<file path="src/rtl/uart_rcvr_pkg.sv">
// Shared constants for the UART receiver family: FSM state encoding,
// parity-mode codes (also used by the planned transmitter) and a helper
// that produces the parity bit for a given data XOR.
package uart_rcvr_pkg;

   localparam logic [2:0] ST_IDLE   = 3'd0;
   localparam logic [2:0] ST_START  = 3'd1;
   localparam logic [2:0] ST_DATA   = 3'd2;
   localparam logic [2:0] ST_PARITY = 3'd3;
   localparam logic [2:0] ST_STOP   = 3'd4;
   localparam logic [2:0] ST_BREAK  = 3'd5;

   localparam logic [1:0] PAR_NONE = 2'd0;
   localparam logic [1:0] PAR_EVEN = 2'd1;
   localparam logic [1:0] PAR_ODD  = 2'd2;

   // Parity bit that makes data+parity even (PAR_EVEN) or odd (PAR_ODD).
   function automatic logic parity_bit(input logic [1:0] mode, input logic data_xor);
      return (mode == PAR_ODD) ? ~data_xor : data_xor;
   endfunction

endpackage

</file>
<file path="src/rtl/rcvr_sample_vote.sv">
// Front end of the UART receiver: two-flop synchroniser for the raw line
// and a two-deep sample history that, together with the live synchronised
// value, forms a 3-sample majority vote.
module rcvr_sample_vote (
   input  logic clock,
   input  logic reset,
   input  logic sample,
   input  logic uart_rx,
   output logic rx_s,
   output logic vote
);

   logic       sync1_q, sync1_d;
   logic       rx_s_q, rx_s_d;
   logic [1:0] samp_q, samp_d;

   // Synchroniser runs every clock; the sample history only moves on sample strobes.
   always_comb begin
      sync1_d = uart_rx;
      rx_s_d  = sync1_q;
      samp_d  = samp_q;
      if (sample) begin
         samp_d = {samp_q[0], rx_s_q};
      end
   end

   // Line idles high, so the synchroniser and history reset to 1.
   always_ff @(posedge clock) begin
      if (reset) begin
         sync1_q <= 1'b1;
         rx_s_q  <= 1'b1;
         samp_q  <= 2'b11;
      end else begin
         sync1_q <= sync1_d;
         rx_s_q  <= rx_s_d;
         samp_q  <= samp_d;
      end
   end

   assign rx_s = rx_s_q;
   assign vote = (samp_q[1] & samp_q[0]) | (samp_q[1] & rx_s_q) | (samp_q[0] & rx_s_q);

endmodule

</file>
<file path="src/rtl/uart_frame_rcvr.sv">
// Oversampled UART frame receiver: LSB-first data, optional parity, one or
// two stop bits, majority-voted bits, error pulses and a valid/ready output
// register that drops new words while an old one is still unconsumed.
module uart_frame_rcvr
   import uart_rcvr_pkg::*;
#(
   parameter int DATA_BITS  = 128,
   parameter int OVERSAMPLE = 16,
   parameter int PARITY_EN  = 1,
   parameter int PARITY_ODD = 1,
   parameter int STOP_BITS  = 1
) (
   input  logic                 clock,
   input  logic                 reset,
   input  logic                 sample_en,
   input  logic                 UART_RX,
   output logic [DATA_BITS-1:0] data_out,
   output logic                 data_valid,
   input  logic                 data_ready,
   output logic                 parity_err,
   output logic                 frame_err,
   output logic                 overrun,
   output logic                 busy
);

   localparam int TICK_W = $clog2(OVERSAMPLE);
   localparam int BIT_W  = $clog2(DATA_BITS + 1);

   localparam logic [TICK_W-1:0] TICK_LAST = TICK_W'(OVERSAMPLE - 1);
   localparam logic [TICK_W-1:0] TICK_S0   = TICK_W'(OVERSAMPLE / 2 - 1);
   localparam logic [TICK_W-1:0] TICK_S1   = TICK_W'(OVERSAMPLE / 2);
   localparam logic [TICK_W-1:0] TICK_VOTE = TICK_W'(OVERSAMPLE / 2 + 1);
   localparam logic [BIT_W-1:0]  BIT_LAST  = BIT_W'(DATA_BITS - 1);
   localparam logic              STOP_LAST = 1'(STOP_BITS - 1);
   localparam logic [1:0]        PAR_MODE  = (PARITY_EN == 0) ? PAR_NONE :
                                             (PARITY_ODD != 0) ? PAR_ODD : PAR_EVEN;

   logic [2:0]           state_q, state_d;
   logic [TICK_W-1:0]    tick_q, tick_d;
   logic [BIT_W-1:0]     bit_q, bit_d;
   logic [DATA_BITS-1:0] shift_q, shift_d;
   logic                 par_q, par_d;
   logic                 par_bad_q, par_bad_d;
   logic                 stop_q, stop_d;
   logic [DATA_BITS-1:0] data_q, data_d;
   logic                 valid_q, valid_d;
   logic                 perr_q, perr_d;
   logic                 ferr_q, ferr_d;
   logic                 ovr_q, ovr_d;

   logic rx_s;
   logic vote;
   logic in_bit;
   logic sample;
   logic frame_done;
   logic frame_fail;

   assign in_bit = (state_q == ST_START) || (state_q == ST_DATA) ||
                   (state_q == ST_PARITY) || (state_q == ST_STOP);
   assign sample = sample_en && in_bit && ((tick_q == TICK_S0) || (tick_q == TICK_S1));

   rcvr_sample_vote u_vote (
      .clock   (clock),
      .reset   (reset),
      .sample  (sample),
      .uart_rx (UART_RX),
      .rx_s    (rx_s),
      .vote    (vote)
   );

   // Receive FSM: counts ticks within each bit and acts on the mid-bit vote.
   always_comb begin
      state_d    = state_q;
      tick_d     = tick_q;
      bit_d      = bit_q;
      shift_d    = shift_q;
      par_d      = par_q;
      par_bad_d  = par_bad_q;
      stop_d     = stop_q;
      frame_done = 1'b0;
      frame_fail = 1'b0;
      if (sample_en) begin
         case (state_q)
            ST_IDLE: begin
               if (!rx_s) begin
                  state_d = ST_START;
                  tick_d  = '0;
               end
            end
            ST_BREAK: begin
               if (rx_s) begin
                  state_d = ST_IDLE;
               end
            end
            ST_START, ST_DATA, ST_PARITY, ST_STOP: begin
               tick_d = (tick_q == TICK_LAST) ? '0 : tick_q + 1'b1;
               if (tick_q == TICK_VOTE) begin
                  case (state_q)
                     ST_START: begin
                        if (vote) begin
                           state_d = ST_IDLE;
                        end else begin
                           state_d   = ST_DATA;
                           bit_d     = '0;
                           par_d     = 1'b0;
                           par_bad_d = 1'b0;
                           stop_d    = 1'b0;
                        end
                     end
                     ST_DATA: begin
                        shift_d                = shift_q >> 1;
                        shift_d[DATA_BITS-1]   = vote;
                        par_d                  = par_q ^ vote;
                        bit_d                  = bit_q + 1'b1;
                        if (bit_q == BIT_LAST) begin
                           state_d = (PARITY_EN != 0) ? ST_PARITY : ST_STOP;
                        end
                     end
                     ST_PARITY: begin
                        par_bad_d = (vote != parity_bit(PAR_MODE, par_q));
                        state_d   = ST_STOP;
                     end
                     ST_STOP: begin
                        if (!vote) begin
                           frame_fail = 1'b1;
                           state_d    = ST_BREAK;
                        end else if (stop_q == STOP_LAST) begin
                           frame_done = 1'b1;
                           state_d    = ST_IDLE;
                        end else begin
                           stop_d = 1'b1;
                        end
                     end
                     default: begin
                        state_d = ST_IDLE;
                     end
                  endcase
               end
            end
            default: begin
               state_d = ST_IDLE;
            end
         endcase
      end
   end

   // Output register: handshake every clock, frame results only at frame end.
   always_comb begin
      data_d  = data_q;
      valid_d = valid_q;
      perr_d  = 1'b0;
      ferr_d  = 1'b0;
      ovr_d   = 1'b0;
      if (valid_q && data_ready) begin
         valid_d = 1'b0;
      end
      if (frame_fail) begin
         ferr_d = 1'b1;
      end else if (frame_done) begin
         if (par_bad_q) begin
            perr_d = 1'b1;
         end else if (valid_q && !data_ready) begin
            ovr_d = 1'b1;
         end else begin
            data_d  = shift_q;
            valid_d = 1'b1;
         end
      end
   end

   // Receive state registers; reset aborts any frame in progress.
   always_ff @(posedge clock) begin
      if (reset) begin
         state_q   <= ST_IDLE;
         tick_q    <= '0;
         bit_q     <= '0;
         shift_q   <= '0;
         par_q     <= 1'b0;
         par_bad_q <= 1'b0;
         stop_q    <= 1'b0;
      end else begin
         state_q   <= state_d;
         tick_q    <= tick_d;
         bit_q     <= bit_d;
         shift_q   <= shift_d;
         par_q     <= par_d;
         par_bad_q <= par_bad_d;
         stop_q    <= stop_d;
      end
   end

   // Output and flag registers.
   always_ff @(posedge clock) begin
      if (reset) begin
         data_q  <= '0;
         valid_q <= 1'b0;
         perr_q  <= 1'b0;
         ferr_q  <= 1'b0;
         ovr_q   <= 1'b0;
      end else begin
         data_q  <= data_d;
         valid_q <= valid_d;
         perr_q  <= perr_d;
         ferr_q  <= ferr_d;
         ovr_q   <= ovr_d;
      end
   end

   assign data_out   = data_q;
   assign data_valid = valid_q;
   assign parity_err = perr_q;
   assign frame_err  = ferr_q;
   assign overrun    = ovr_q;
   assign busy       = (state_q != ST_IDLE);

endmodule

</file>
<file path="config.mk">
export PLATFORM = sky130hd
export DESIGN_NAME = uart_frame_rcvr
export DESIGN_NICKNAME = d
export VERILOG_FILES = /design/src/rtl/uart_rcvr_pkg.sv /design/src/rtl/rcvr_sample_vote.sv /design/src/rtl/uart_frame_rcvr.sv
export SDC_FILE = /design/constraint.sdc
export NUM_CORES = 1
export LEC_CHECK = 0
export BUFFER_PORTS_ARGS = -buffer_cell sky130_fd_sc_hd__buf_2
export CAP_MARGIN = 20
export CORE_MARGIN = 4
export CORE_UTILIZATION = 63
export CTS_BUF_LIST = sky130_fd_sc_hd__clkbuf_4
export DETAILED_ROUTE_END_ITERATION = 6
export PLACE_DENSITY = 0.93
export SLEW_MARGIN = 10
export SYNTH_ARGS = -nofsm -noshare
export SYNTH_HDL_FRONTEND = slang
export SYNTH_SLANG_ARGS = --single-unit
export TNS_END_PERCENT = 30
</file>
<file path="constraint.sdc">
create_clock -name clock -period 4.1 [get_ports clock]
set_input_delay 0.615 -clock clock [delete_from_list [all_inputs] [get_ports clock]]
set_output_delay 0.615 -clock clock [all_outputs]
set_load 0.01 [all_outputs]
</file>
==> results of run 1 <==
## power by group through the flow
| stage | logic (mW) | registers (mW) | clock network, mW |
|---|---|---|---|
| 2_1_floorplan | 0.0467 | 2.79 | 0 |
| 3_3_place_gp | 0.0557 | 2.80 | 0 |
| 3_5_place_dp | 0.0554 | 2.80 | 0 |
| 4_1_cts | 0.0556 | 2.73 | 2.35 |
| 5_1_grt | 0.0626 | 2.73 | 2.50 |
| 6_report | 0.0560 | 2.73 | 2.30 |
## kinds of logic after synthesis
| kind of cell | share of synthesized area (%) |
|---|---|
| xor+xnor | 0.777 |
| simple gates | 23.0 |
| mux | 0.197 |
| fa+ha+maj | 0.629 |
| flops | 55.4 |
| compound gates | 14.4 |
| buf+inv | 5.53 |
## layout make-up
class,instances,area (µm²)
sequential,281,5630
fill,1182,4300
multi-input combinational,886,3980
clock buffer,103,773
timing repair buffer,145,754
tap,216,270
clock inverter,10,90.1
inverter,8,30.0
antenna,1,2.50
## per-stage QoR
step                util, %  instance area, µm²  std cells  hold WS (ps)
finish                 72.8               11500       1650           175
global route           72.8               11500       1650           143
CTS                    72.8               11500       1649           128
detailed placement     67.4               10700       1536           402
global placement       67.4               10700       1536           395
floorplan                 -               10200       1267           389
## registers in the layout, summed over array words and instances (netlist names), 2 cells and up
name           count
data_out         128
shift_q          128
bit_q              8
tick_q             4
state_q            3
u_vote.samp_q      2
## worst max-delay path, delay by kind of cell, from the launching register on
| kind | cells | cell delay, ps |
|---|---|---|
| flip-flops | 1 | 380 |
| AND/OR/NAND/NOR | 3 | 1260 |
| adder cells (fa/ha/maj) | 1 | 210 |
| AO/OA/AOI/OAI | 1 | 180 |
| buffers and inverters | 2 | 530 |
## cell usage in the layout (no fill, tap or decap), types with 2 or more instances in the layout
cell type / Yosys / routed
nand4_1: 2 / 2
and3_1: 4 / 4
nand2_1: 526 / 526
nand3b_1: 2 / 2
nor3b_1: 2 / 2
nor3_1: 13 / 12
nand4b_1: 2 / 2
clkinv_1: 0 / 7
o211ai_1: 3 / 3
mux2i_1: 2 / 2
clkbuf_4: 0 / 103
a22oi_1: 2 / 2
nand3_1: 6 / 6
nor2_1: 13 / 13
buf_4: 0 / 8
nand2b_1: 3 / 3
o21ai_0: 9 / 9
dfxtp_1: 281 / 281
buf_2: 32 / 136
ha_1: 4 / 4
bufinv_16: 0 / 2
or2_2: 2 / 2
a21oi_1: 262 / 262
xor2_1: 8 / 8
or3_1: 3 / 2
inv_1: 8 / 8
## worst max-delay path by stage
stage                     startpoint            end  slack, ps  cells past startpoint
after detailed placement   sample_en  data_out[102]       1190                      6
after CTS                  tick_q[1]  data_out[123]       1330                      7
after floorplan            sample_en   data_out[17]       2220                      6
after global routing       tick_q[1]  data_out[123]       1110                      7
final                      tick_q[1]   shift_q[105]       1340                      7
after global placement     sample_en  data_out[101]       1320                      6
## layer usage
metal  up-vias  GRT usage, %  routed length [µm]
li1       4397             -                   -
met1      4107          29.5                9240
met2       263          39.9               10800
met3        56          5.70                1390
met4         0          9.41                 534
met5         -             0                   0
## Yosys cell counts (2+ instances only)
| cell type | number | area, µm² |
|---|---|---|
| a21oi_1 | 262 | 1310 |
| nand3b_1 | 2 | 15.0 |
| buf_2 | 32 | 160 |
| nor2_1 | 13 | 48.8 |
| nand4b_1 | 2 | 17.5 |
| or3_1 | 3 | 18.8 |
| a22oi_1 | 2 | 15.0 |
| nand3_1 | 6 | 30.0 |
| nand4_1 | 2 | 12.5 |
| nand2b_1 | 3 | 18.8 |
| nor3_1 | 13 | 65.1 |
| buf_1 | 5 | 18.8 |
| mux2i_1 | 2 | 20.0 |
| o211ai_1 | 3 | 22.5 |
| o21ai_0 | 9 | 45.0 |
| or2_2 | 2 | 12.5 |
| buf_6 | 3 | 33.8 |
| inv_1 | 8 | 30.0 |
| xor2_1 | 8 | 70.1 |
| nor3b_1 | 2 | 15.0 |
| clkbuf_1 | 41 | 154 |
| nand2_1 | 526 | 1970 |
| buf_8 | 11 | 165 |
| dfxtp_1 | 281 | 5630 |
| ha_1 | 4 | 50.1 |
| and3_1 | 4 | 25.0 |
==> qor.txt, run 1 <==
Status - completed
Core footprint - 15800 µm²
Avg Vias per Cell - 5.35
Cell Chain, Critical Path - inv_1, ha_1, nand4b_1, or3_4, buf_4, nand2_1, a21oi_1
Setup Skew - 15.6 ps
Fin. max-slew vios - 0
Crit. End Element - register
Combinational share of power - 1.1%
Reg clk slew, reported paths - 60 ps
Dpl ws - 1190 ps
# clock sinks - 281
Worst-Margin Slew - 1080 ps
Largest net degree at the start of global routing - 107
Crit Path Category - register to register
Lkg Pwr - 4.31 nW
Hold Crit Class - input pin to register
Die H - 135 µm
Pwr dens - 441 nW/µm²
# nets final - 1400
CTS Buffer Depth - 3
Synth warnings - 0
Io pins - 138
Worst Slack Setup Final - 1340 ps
Routed wire length - 21900 µm
Register area share after synthesis - 55.4%
Setup violators final - 0
First-pass GRT wire length - 36800 µm
WL per Instance - 13.3 µm
Mapped cell area - 10200 µm²
Setup TNS - 0 ps
Overall Power - 5.09 mW
Layout cells sized above 1 - 18.3%
Req. time, crit path - 4630 ps
DRC errors left - 0
Starting DRC count in detailed routing - 711
Sw frac - 21.3%
Worst path slowest cell - or3_4
CTS tree - yes
Register bit count reported by yosys - 281
CTS Buf Count - 69
Setup bufs post-CTS - 0
Initial antenna violation count - 1
Worst r2r src - tick_q[1]
GRT Residual Overflow - 0
Initial Util - 64.1%
Ys async rst share - 0%
Latest clock arrival within the worst-skew pair - 630 ps
Die width - 135 µm
Type of origin of the critical path - register
Drt pass-1 iters - 5
Hold_buf cts - 0
GPL Wtd Cong - 0.808
GRT Total Usage - 23.7%
Area added between synthesis and finish - 13.6%
Die area - 18200 µm²
Post-cts repair resize count - 0
Unique masters post-synth - 44
Antenna Nets Post-Route - 0
Hold path startpoint - UART_RX
Total number of vias - 8823
Final period util - 67.3%
Hold worst-path end - u_vote.rx_s_d
Post-Synthesis Mean Instance Area - 8.01 µm²
RSZ-0062 raised after global routing - no
Cell Rows - 46
Synthesized instance count - 1267
CTS Root Cell - clkbuf_4
CTS H-Tree Depth - 3
Max FO, Critical Path - 103
Clock Power Share - 45.2%
Hpwl dp - 13000 µm
Worst EP arrival - 3290 ps
Worst reg-to-reg path cell count - 7
Hold depth - 2
Hold Fails Final Rpt - 0
Sw power - 1.08 mW
Post-synth EDFFs - 0
Sequential power share - 53.7%
Ys flop type - dfxtp_1
Capture point of the worst reg-to-reg path - shift_q[105]
FMAX - 362 MHz
Number of global-route vias before repair - 8272
Post-Syn Nets - 1276
Port buffer count - 137
R2r setup slk - 1340 ps
Worst vdd ir - 0.000279 V
Final Critical Period - 2760 ps
# Max-Cap Violations - 0
Cell Int Power - 4.00 mW
Crit-path max cell delay - 870 ps
Slew margin rel. - 27.9%
Power figures use the tool's default switching activity.
==> inputs of run 2 (changes only) <==
--- a/config.mk
+++ b/config.mk
@@ -5,13 +5,14 @@
 export SDC_FILE = /design/constraint.sdc
 export NUM_CORES = 1
 export LEC_CHECK = 0
+export ABC_AREA = 1
 export BUFFER_PORTS_ARGS = -buffer_cell sky130_fd_sc_hd__buf_2
 export CAP_MARGIN = 20
 export CORE_MARGIN = 4
-export CORE_UTILIZATION = 63
+export CORE_UTILIZATION = 60
 export CTS_BUF_LIST = sky130_fd_sc_hd__clkbuf_4
 export DETAILED_ROUTE_END_ITERATION = 6
-export PLACE_DENSITY = 0.93
+export PLACE_DENSITY = 0.89
 export SLEW_MARGIN = 10
 export SYNTH_ARGS = -nofsm -noshare
 export SYNTH_HDL_FRONTEND = slang
==> constraint.sdc (replaced) <==
create_clock -name clock -period 2.61 [get_ports clock]
set_input_delay 0.3915 -clock clock [delete_from_list [all_inputs] [get_ports clock]]
set_output_delay 0.3915 -clock clock [all_outputs]
set_load 0.01 [all_outputs]
==> qor.txt, run 2 <==
Status - completed
Ys flop type - dfxtp_1
Crit. End Element - register
Final Critical Period - 2150 ps
CTS Root Cell - clkbuf_4
Die width - 143 µm
GRT Total Usage - 22.1%
CTS H-Tree Depth - 3
Port buffer count - 137
Layout cells sized above 1 - 15.3%
Die H - 143 µm
GRT Residual Overflow - 0
Cell Rows - 49
Worst EP arrival - 2720 ps
Most frequent cells in the layout - nor2_1 (547), nand2_1 (314), dfxtp_1 (281)
Synth top area cells - dfxtp_1 (52%), nor2_1 (19%), nand2_1 (11%)
Hold Slack - 112 ps
Die area - 20400 µm²
Combinational share of power - 5.5%
Post-synth top area share - 51.5%
Slew margin rel. - 61.8%
Sw power - 2.01 mW
First-pass GRT wire length - 38500 µm
Synth warnings - 0
Area added between synthesis and finish - 15.2%
Register area share after synthesis - 51.5%
Unique masters post-synth - 29
Max FO, Critical Path - 54
Worst-Margin Slew - 568 ps
# Max-Cap Violations - 0
Clock Power Share - 41.9%
Register bit count reported by yosys - 281
Initial Util - 61.0%
Setup Skew - 41.9 ps
Type of origin of the critical path - register
Setup bufs post-CTS - 0
Setup violators final - 0
Setup TNS - 0 ps
WL per Instance - 11.3 µm
Final period util - 82.5%
Cell Chain, Critical Path - inv_1, ha_1, nand4_2, nor2_2, nand4_4, buf_12, nand2_1, nand2_1, nor2_1
Hold_buf cts - 1
# nets final - 1725
Synth cell count leaders - nor2_1 (548), nand2_1 (314), dfxtp_1 (281), inv_1 (154), o21ai_0 (138)
Worst vdd ir - 0.000460 V
Post-synth EDFFs - 0
Overall Power - 8.30 mW
Initial antenna violation count - 1
Fin. max-slew vios - 0
Starting DRC count in detailed routing - 568
CTS tree - yes
Routed wire length - 22500 µm
Post-cts repair resize count - 0
Layout fillers - 1500
Io pins - 138
Synth area leader - dfxtp_1
Crit Path Category - register to register
Number of global-route vias before repair - 8947
Crit-path max cell delay - 430 ps
Non-Filler Instances - 1987
Latest clock arrival within the worst-skew pair - 640 ps
Pwr dens - 660 nW/µm²
RSZ-0062 raised after global routing - no
Most numerous cell in the Yosys netlist - nor2_1
Post-Synthesis Mean Instance Area - 6.93 µm²
Largest net degree at the start of global routing - 130
Sw frac - 24.3%
DRC errors left - 0
CTS Buffer Depth - 3
Met2 Usage GRT - 37.2%
Req. time, crit path - 3180 ps
Leading cell type in the layout, fill and taps excluded - nor2_1
GPL Wtd Cong - 0.855
Antenna Nets Post-Route - 0
GR Util met1 - 27.3%
Ys async rst share - 0%
Core footprint - 17900 µm²
Post-Syn Nets - 1583
Hpwl dp - 13800 µm
Grt peak-use layer - met2
Total number of vias - 9714
Cell Int Power - 6.28 mW
Synthesized instance count - 1574
FMAX - 464 MHz
Reg clk slew, reported paths - 60 ps
Most Frequent Cell on Critical Path - nand2_1
Avg Vias per Cell - 4.89
Worst path slowest cell - nand4_4
# clock sinks - 281
Largest delay share family, worst path - simple AND/OR/NAND/NOR gates
Lkg Pwr - 7.34 nW
Sequential power share - 52.6%
Buf+Inv Stages, Crit Path - 2
Mapped cell area - 10900 µm²
Met3 capacity usage during global routing - 6.20%
Drt pass-1 iters - 5
Hold Crit Class - input pin to register
Hold Fails Final Rpt - 0
Inst Count DP - 1872
CTS Buf Count - 70
[run 2: cell types whose count changed after synthesis, sizes merged, moves of 8 or more]
| cell | before | now |
|---|---|---|
| nand3 | 6 | 14 |
| a21oi | 262 | 13 |
| buf | 51 | 38 |
| o21ai | 10 | 139 |
| inv | 8 | 155 |
| nor3 | 13 | 2 |
| nor2 | 13 | 551 |
| nand2 | 527 | 315 |
[run 2: through the flow]
stage	instance area, µm²	utilization, %	worst slack [ps]
global route	12600	70.2	270
CTS	12600	70.2	453
floorplan	10900	-	1040
finish	12600	70.2	456
detailed placement	11700	65.6	473
global placement	11700	65.6	520
[run 2: logic make-up after synthesis]
group | after synthesis | synth area share, %
buffers and inverters | 240 | 9.25
AO/OA/AOI/OAI | 157 | 7.39
AND/OR/NAND/NOR | 890 | 31.2
adder cells (fa/ha/maj) | 4 | 0.459
flip-flops | 281 | 51.5
XOR/XNOR | 2 | 0.161
[run 2: path summary, 6_finish.rpt]
kind / start / endpoint / slack, ps / cells after the start
setup / recovery: tick_q[1] / data_out[77] / 460 / 9
hold / removal: data_ready / overrun / 110 / 4
hold reg to reg: u_vote.rx_s_d / u_vote.rx_s / 410 / 1
setup reg to reg: tick_q[1] / data_out[77] / 460 / 9
[run 2: area by class of cell]
class / instances / area, µm² / area share (%)
multi-input cells: 1053 / 4300 / 34.2
inverters: 155 / 589 / 4.69
clock inverters: 14 / 78.8 / 0.627
repair buffers: 155 / 948 / 7.55
flip-flops and latches: 281 / 5630 / 44.8
diodes: 1 / 2.50 / 0.0199
clock buffers: 99 / 743 / 5.91
well taps: 229 / 287 / 2.28
[run 2: layer usage]
layer,share of wire [%],up-vias
li1,-,5059
met1,46,4407
met2,47,221
met3,5.9,27
met4,1.1,0
met5,0,-
[run 2: power groups by stage]
stage	Combinational [mW]	Sequential [mW]	Clock [mW]
2_1_floorplan	0.340	4.45	0
3_3_place_gp	0.440	4.45	0
3_5_place_dp	0.452	4.46	0
4_1_cts	0.455	4.36	3.58
5_1_grt	0.521	4.36	3.84
6_report	0.457	4.36	3.48
[run 2: tightest hold or removal path, cell delays in order]
cell     delay, ps
buf_2           70
inv_1           30
nand2_1        130
nor2_1          60
